File: config.mk
export PLATFORM = sky130hd
export DESIGN_NAME = mcp9808_scheduler
export DESIGN_NICKNAME = d
export VERILOG_FILES = /design/src/rtl/mcp9808_scheduler.sv
export SDC_FILE = /design/constraint.sdc
export NUM_CORES = 1
export LEC_CHECK = 0
export BUFFER_PORTS_ARGS = -buffer_cell sky130_fd_sc_hd__buf_2
export CAP_MARGIN = 20
export CELL_PAD_IN_SITES_DETAIL_PLACEMENT = 0
export CELL_PAD_IN_SITES_GLOBAL_PLACEMENT = 1
export CORE_MARGIN = 4
export CORE_UTILIZATION = 32
export CTS_CLUSTER_SIZE = 10
export DETAILED_ROUTE_END_ITERATION = 16
export MAX_ROUTING_LAYER = met4
export PLACE_DENSITY = 0.58
export SKIP_CTS_REPAIR_TIMING = 1
export SLEW_MARGIN = 20
export SYNTH_ARGS = -nofsm -noshare
export SYNTH_HDL_FRONTEND = slang
export SYNTH_SLANG_ARGS = --single-unit
File: constraint.sdc
create_clock -name clk -period 9.5 [get_ports clk]
set_input_delay 0.475 -clock clk [delete_from_list [all_inputs] [get_ports clk]]
set_output_delay 0.475 -clock clk [all_outputs]
set_load 0.02 [all_outputs]
File: src/rtl/mcp9808_scheduler.sv
// Transaction sequencer in front of the mcp9808 I2C block: periodic temperature polls,
// host bound/resolution writes and shutdown/wake, one transaction at a time, with local alarms.
module mcp9808_scheduler #(
  parameter int POLL_PERIOD = 1_000_000,
  parameter int CMD_TIMEOUT = 65_535
) (
  input  logic        clk,
  input  logic        rst,
  input  logic        poll_en,
  input  logic        sleep_req,
  input  logic        req_valid,
  output logic        req_ready,
  input  logic [1:0]  req_op,
  input  logic [10:0] req_data,
  input  logic        err_clr,
  input  logic        if_ready,
  input  logic [10:0] if_T_o,
  output logic        if_update,
  output logic [1:0]  if_T_write,
  output logic [10:0] if_T_i,
  output logic [1:0]  if_res,
  output logic        if_shutdown,
  output logic [10:0] temp,
  output logic        temp_valid,
  output logic        alarm_lo,
  output logic        alarm_hi,
  output logic        alarm_crit,
  output logic        sleeping,
  output logic        err_timeout,
  output logic [1:0]  state_dbg
);
  // Host handshake: a request transfers on a clock edge where req_valid && req_ready.
  localparam logic [1:0] S_IDLE = 2'd0, S_ISSUE = 2'd1, S_WAIT = 2'd2, S_SLEEP = 2'd3;
  localparam logic [2:0] K_READ = 3'd0, K_BOUND = 3'd1, K_RES = 3'd2,
                         K_SHDN_ON = 3'd3, K_SHDN_OFF = 3'd4;
  localparam int PW = $clog2(POLL_PERIOD);
  localparam int TW = $clog2(CMD_TIMEOUT + 1);
  localparam logic [PW-1:0] POLL_LAST = PW'(POLL_PERIOD - 1);
  localparam logic [TW-1:0] TO_LAST   = TW'(CMD_TIMEOUT - 1);

  logic [1:0]    state_q, state_d;
  logic [2:0]    kind_q, kind_d;
  logic [1:0]    op_q, op_d;
  logic [10:0]   data_q, data_d;
  logic          noop_q, noop_d;
  logic [PW-1:0] poll_cnt_q, poll_cnt_d;
  logic          poll_pending_q, poll_pending_d;
  logic [TW-1:0] to_cnt_q, to_cnt_d;
  logic          if_update_q, if_update_d;
  logic [1:0]    if_t_write_q, if_t_write_d;
  logic [10:0]   if_t_i_q, if_t_i_d;
  logic [1:0]    if_res_q, if_res_d;
  logic          if_shutdown_q, if_shutdown_d;
  logic [10:0]   temp_q, temp_d;
  logic          temp_valid_q, temp_valid_d;
  logic          alarm_lo_q, alarm_lo_d, alarm_hi_q, alarm_hi_d, alarm_crit_q, alarm_crit_d;
  logic          sleeping_q, sleeping_d;
  logic          err_timeout_q, err_timeout_d;
  logic [10:0]   t_lower_q, t_lower_d, t_upper_q, t_upper_d, t_crit_q, t_crit_d;
  logic          wrap, poll_clr, timeout;

  assign req_ready = (state_q == S_IDLE) && !sleep_req && !sleeping_q;

  always_comb begin
    state_d = state_q;  kind_d = kind_q;  op_d = op_q;  data_d = data_q;  noop_d = noop_q;
    poll_cnt_d = '0;  wrap = 1'b0;  poll_clr = 1'b0;  timeout = 1'b0;
    to_cnt_d = to_cnt_q + TW'(1);
    if_update_d = if_update_q;  if_t_write_d = if_t_write_q;  if_t_i_d = if_t_i_q;
    if_res_d = if_res_q;  if_shutdown_d = if_shutdown_q;
    temp_d = temp_q;  temp_valid_d = 1'b0;
    alarm_lo_d = alarm_lo_q;  alarm_hi_d = alarm_hi_q;  alarm_crit_d = alarm_crit_q;
    sleeping_d = sleeping_q;  err_timeout_d = err_timeout_q & ~err_clr;
    t_lower_d = t_lower_q;  t_upper_d = t_upper_q;  t_crit_d = t_crit_q;

    if (poll_en && !sleeping_q) begin
      if (poll_cnt_q == POLL_LAST) wrap = 1'b1;
      else poll_cnt_d = poll_cnt_q + PW'(1);
    end

    if (temp_valid_q) begin
      alarm_crit_d = $signed(temp_q) >= $signed(t_crit_q);
      alarm_hi_d   = $signed(temp_q) >  $signed(t_upper_q);
      alarm_lo_d   = $signed(temp_q) <  $signed(t_lower_q);
    end

    case (state_q)
      S_IDLE: begin
        to_cnt_d = '0;
        if (sleep_req && !sleeping_q) begin
          state_d = S_ISSUE;  kind_d = K_SHDN_ON;  if_shutdown_d = 1'b1;
        end else if (req_valid && req_ready) begin
          state_d = S_ISSUE;  op_d = req_op;  data_d = req_data;
          if (req_op == 2'b00) begin
            kind_d = K_RES;
            noop_d = (req_data[1:0] == if_res_q);
            if_res_d = req_data[1:0];
          end else begin
            kind_d = K_BOUND;  if_t_write_d = req_op;  if_t_i_d = req_data;
          end
        end else if (poll_pending_q) begin
          state_d = S_ISSUE;  kind_d = K_READ;  if_update_d = 1'b1;  poll_clr = 1'b1;
        end
      end
      S_ISSUE: begin
        // An unchanged resolution gives the interface nothing to do.
        if (kind_q == K_RES && noop_q) begin
          state_d = S_IDLE;
        end else if (!if_ready) begin
          state_d = S_WAIT;  to_cnt_d = '0;
          if_update_d = 1'b0;  if_t_write_d = 2'b00;  if_t_i_d = '0;
        end else if (to_cnt_q == TO_LAST) begin
          timeout = 1'b1;
        end
      end
      S_WAIT: begin
        if (if_ready) begin
          state_d = S_IDLE;
          case (kind_q)
            K_READ:     begin temp_d = if_T_o;  temp_valid_d = 1'b1; end
            K_BOUND: begin
              if (op_q == 2'b01) t_lower_d = data_q;
              if (op_q == 2'b10) t_upper_d = data_q;
              if (op_q == 2'b11) t_crit_d  = data_q;
            end
            K_SHDN_ON:  begin state_d = S_SLEEP;  sleeping_d = 1'b1; end
            K_SHDN_OFF: sleeping_d = 1'b0;
            default: ;
          endcase
        end else if (to_cnt_q == TO_LAST) begin
          timeout = 1'b1;
        end
      end
      default: begin
        to_cnt_d = '0;
        if (!sleep_req) begin
          if_shutdown_d = 1'b0;  kind_d = K_SHDN_OFF;  state_d = S_WAIT;
        end
      end
    endcase

    // An aborted shutdown entry leaves the sensor awake; an aborted wake has already released it.
    if (timeout) begin
      state_d = S_IDLE;  err_timeout_d = 1'b1;
      if_update_d = 1'b0;  if_t_write_d = 2'b00;  if_t_i_d = '0;
      if (kind_q == K_SHDN_ON) if_shutdown_d = 1'b0;
      if (kind_q == K_SHDN_OFF) sleeping_d = 1'b0;
    end

    poll_pending_d = wrap | (poll_pending_q & ~poll_clr);
  end

  always_ff @(posedge clk or posedge rst) begin
    if (rst) begin
      state_q <= S_IDLE;  kind_q <= K_READ;  op_q <= 2'b00;  data_q <= '0;  noop_q <= 1'b0;
      poll_cnt_q <= '0;  poll_pending_q <= 1'b0;  to_cnt_q <= '0;
      if_update_q <= 1'b0;  if_t_write_q <= 2'b00;  if_t_i_q <= '0;
      if_res_q <= 2'b11;  if_shutdown_q <= 1'b0;
      temp_q <= '0;  temp_valid_q <= 1'b0;
      alarm_lo_q <= 1'b0;  alarm_hi_q <= 1'b0;  alarm_crit_q <= 1'b0;
      sleeping_q <= 1'b0;  err_timeout_q <= 1'b0;
      t_lower_q <= 11'h400;  t_upper_q <= 11'h3FF;  t_crit_q <= 11'h3FF;
    end else begin
      state_q <= state_d;  kind_q <= kind_d;  op_q <= op_d;  data_q <= data_d;  noop_q <= noop_d;
      poll_cnt_q <= poll_cnt_d;  poll_pending_q <= poll_pending_d;  to_cnt_q <= to_cnt_d;
      if_update_q <= if_update_d;  if_t_write_q <= if_t_write_d;  if_t_i_q <= if_t_i_d;
      if_res_q <= if_res_d;  if_shutdown_q <= if_shutdown_d;
      temp_q <= temp_d;  temp_valid_q <= temp_valid_d;
      alarm_lo_q <= alarm_lo_d;  alarm_hi_q <= alarm_hi_d;  alarm_crit_q <= alarm_crit_d;
      sleeping_q <= sleeping_d;  err_timeout_q <= err_timeout_d;
      t_lower_q <= t_lower_d;  t_upper_q <= t_upper_d;  t_crit_q <= t_crit_d;
    end
  end

  assign if_update   = if_update_q;
  assign if_T_write  = if_t_write_q;
  assign if_T_i      = if_t_i_q;
  assign if_res      = if_res_q;
  assign if_shutdown = if_shutdown_q;
  assign temp        = temp_q;
  assign temp_valid  = temp_valid_q;
  assign alarm_lo    = alarm_lo_q;
  assign alarm_hi    = alarm_hi_q;
  assign alarm_crit  = alarm_crit_q;
  assign sleeping    = sleeping_q;
  assign err_timeout = err_timeout_q;
  assign state_dbg   = state_q;
endmodule

==> reports/qor.yml <==
run_status:
  status: "complete, no violations"
routing:
  wl_per_cell_um: 15.1
  viasPerCell: 4.69
  drt-initial-drc-count: 211
  postRouteAntennaNets: 0
  drtPass1Iterations: 4
  post-route-drc-count: 0
  drt_wl_total_mm: 14.0
  dr_total_vias: 4342
worst_setup_path:
  critPathSlowestCell: "nor4bb_4"
  crit_fanout: 16
  cp_cell_sequence: "inv_1 > ha_1 > nor4bb_4 > o21ai_0 > nand2_1 > nor3b_2 > a22o_1"
  crit_path_end_kind: "flop"
  cp-start-kind: "flop"
  worstSetupPathType: "flop to flop"
  critPathBufInv: 1
  crit_path_max_incr_delay_ns: 1.01
  crit_family: "simple AND/OR/NAND/NOR gates"
  critPathRequiredTime_ns: 9.84
  cp.arrival_ns: 4.00
logic_synthesis:
  synth_top_family_by_area: "simple AND/OR/NAND/NOR gates"
  synthAdderAreaFrac_pct: 8.08
  syn_area_um2: 6190
  synth_top_area_cell: "dfrtp_1"
  synthFlopType: "dfrtp_1"
  synth_compound_area_share_pct: 8.16
  synth_simple_gate_area_share_pct: 15.7
  seq_area_frac_synth_pct: 50.2
  synth_xor_area_share_pct: 4.67
  yosys.area.top_type_share_pct: 40.4
  ys_async_sr_fraction_pct: 100
  ys_ff_latch: 123
  yosysWarnings: 0
  synth_cell_types: 60
  synth.area.mux_share_pct: 9.23
  synth_enable_flop_cells: 0
  synth_nets: 652
  syn_area_per_cell_um2: 10.7
  synthCells: 581
  synthTopCellsByArea: "dfrtp_1 (40%), dfstp_2 (9.8%), mux2_2 (8.9%)"
clocking:
  clk_latency_ns: 0.41
  numCtsBuffers: 17
  clock_path_buffers: 2
  cts_root_buf: "clkbuf_16"
  clock-sinks: 123
  cts_max_level: 4
  path_clk_slew_ns: 0.06
  cts_tree: "yes"
die:
  io_pins: 68
  num_rows: 50
  core_area_um2: 18900
  die_h_um: 147
  die_x_um: 147
  dieArea_um2: 21600
  initial_core_util_pct: 32.8
cells_and_area:
  layout-drive-gt1-share_pct: 26.9
  nFillCells: 1932
  antenna_cells: 0
  final_util_pct: 39.3
  final_nets: 724
  area_delta_synth_final_pct: 19.9
  multi_input_area_um2: 2860
  register_area_um2: 3110
pwr:
  p_leak_nw: 3.36
  power_density_nw_per_um2: 306
  ir_worst_vdd_mv: 0.140
sta:
  grt_setup_unrepaired: "false"
  relSlewSlack_pct: 30.0
  slew_violations: 0
  worst_pin_slew_ns: 1.05
  fin_tns_setup_ns: 0
  finalHoldViolCount: 0
  period_needed_ns: 3.66
  hold_slack_ns: 0.0997
  fin_skew_ns: 0.0101
  clock.fmax_mhz: 273
  post-route-period-util_pct: 38.5
  setup_violations: 0
  layout_setup_ws_ns: 5.84
placement:
  portBuffers: 67
  routabilityCongestion: 0.804
  place_ws_ns: 5.81
  hpwlAfterDp_mm: 10.4
global_route:
  grt_pass1_wl_mm: 23.4
  antenna_found_initial: 0
  grt_use_total_pct: 13.8
  overflow: 0
  grt_pass1_vias: 4522
  grt_max_degree: 85
min_path:
  hold_class: "primary input to asynchronous set/reset pin"
run:
  max-cap-violations: 0
-- power breakdown --
group | total [mW] | internal [mW] | switching, mW
Clock | 0.665 | 0.440 | 0.225
Combinational | 0.783 | 0.336 | 0.447
Sequential | 0.826 | 0.688 | 0.138
-- cell usage in the layout, fill, tap and decap left out, types with 3 or more instances in the layout --
cell | netlist | final
dfrtp_1 | 100 | 100
nand2_1 | 67 | 67
buf_2 | 6 | 67
nor2_1 | 57 | 57
mux2_2 | 49 | 49
inv_1 | 45 | 44
ha_1 | 40 | 40
dfstp_2 | 23 | 23
xor2_1 | 19 | 19
clkbuf_16 | 0 | 17
a21oi_1 | 16 | 16
o21ai_0 | 15 | 15
nand3_1 | 14 | 14
xnor2_1 | 14 | 14
a22o_1 | 13 | 13
nor3_1 | 9 | 9
nand4_1 | 8 | 8
nor2b_1 | 5 | 5
and3_1 | 5 | 5
nor4_1 | 4 | 4
or3_1 | 4 | 4
clkbuf_1 | 7 | 4
clkbuf_8 | 0 | 4
a21o_1 | 3 | 3
o221ai_1 | 3 | 3
and4_1 | 3 | 3
nand2b_1 | 3 | 3
nor3b_1 | 3 | 3
bufinv_16 | 0 | 3
-- cell families (layout without fill, tap and decap cells) --
logic type	count (synthesis)	count (layout)
adders and majority gates	40	40
xor gates and xnor gates	33	33
AOI/OAI and AO/OA	74	74
and+or+nand+nor	199	199
buffers and inverters	61	146
muxes	51	51
DFF	123	123
-- metal layers --
metal / global-route usage [%] / share of wire (%)
met4: 4.57 / 1.7
met1: 18.0 / 48
met5: - / 0
met3: 3.58 / 3.8
met2: 21.2 / 47
-- cells in the mapped netlist (2+ instances only) --
cell type and count:
dfrtp_1 100, nand2_1 67, nor2_1 57, mux2_2 49, inv_1 45, ha_1 40, dfstp_2 23, xor2_1 19
a21oi_1 16, o21ai_0 15, nand3_1 14, xnor2_1 14, a22o_1 13, nor3_1 9, nand4_1 8, clkbuf_1 7
buf_2 6, and3_1 5, nor2b_1 5, nor4_1 4, or3_1 4, a21o_1 3, and4_1 3, nand2b_1 3
nor3b_1 3, o221ai_1 3, a211oi_1 2, a21boi_0 2, a31oi_1 2, a41oi_1 2, and2_1 2, mux2i_1 2
nor4bb_1 2, o21a_1 2, o21ai_1 2, o21bai_1 2, or2_2 2, or3b_1 2
-- per-stage QoR --
step / cells / instance area [µm²] / power (mW)
after CTS: 926 / 7420 / 2.31
after global routing: 926 / 7430 / 2.44
after floorplan: 581 / 6190 / 1.36
final: 926 / 7430 / 2.27
after global placement: 893 / 6800 / 1.60
after detailed placement: 894 / 6810 / 1.63
-- flip-flops by register name (all words and copies together), names as in the netlist, 3 cells and up --
register    count
t_upper_q      11
t_crit_q       11
temp           11
t_lower_q      11
poll_cnt_q     20
to_cnt_q       16
kind_q          3
if_T_i         11
data_q         11
-- worst paths after layout --
check	from	end	slack [ns]	depth (start not counted)
max in group asynchronous	rst	t_lower_q[7]$_DFFE_PP0P_	8.28	3
setup / recovery	state_dbg[1]$_DFFE_PP0P_	if_T_write[1]$_DFFE_PP0P_	5.84	7
hold / removal	rst	poll_cnt_q[11]$_DFF_PP0_	0.1	2
min in group clk	err_clr	err_timeout$_DFF_PP0_	0.24	2
setup reg to reg	state_dbg[1]$_DFFE_PP0P_	if_T_write[1]$_DFFE_PP0P_	5.84	7
hold reg to reg	poll_cnt_q[0]$_DFF_PP0_	poll_cnt_q[0]$_DFF_PP0_	0.46	1
-- layout make-up --
cell class	instances	share of cell area [%]
Clock buffer	25	6.67
Clock inverter	7	1.55
Inverter	45	2.31
Multi-Input combinational cell	397	38.5
Sequential cell	123	41.8
Tap cell	260	4.38
Timing Repair Buffer	69	4.77
No activity file was read; power rests on OpenSTA's default activity.
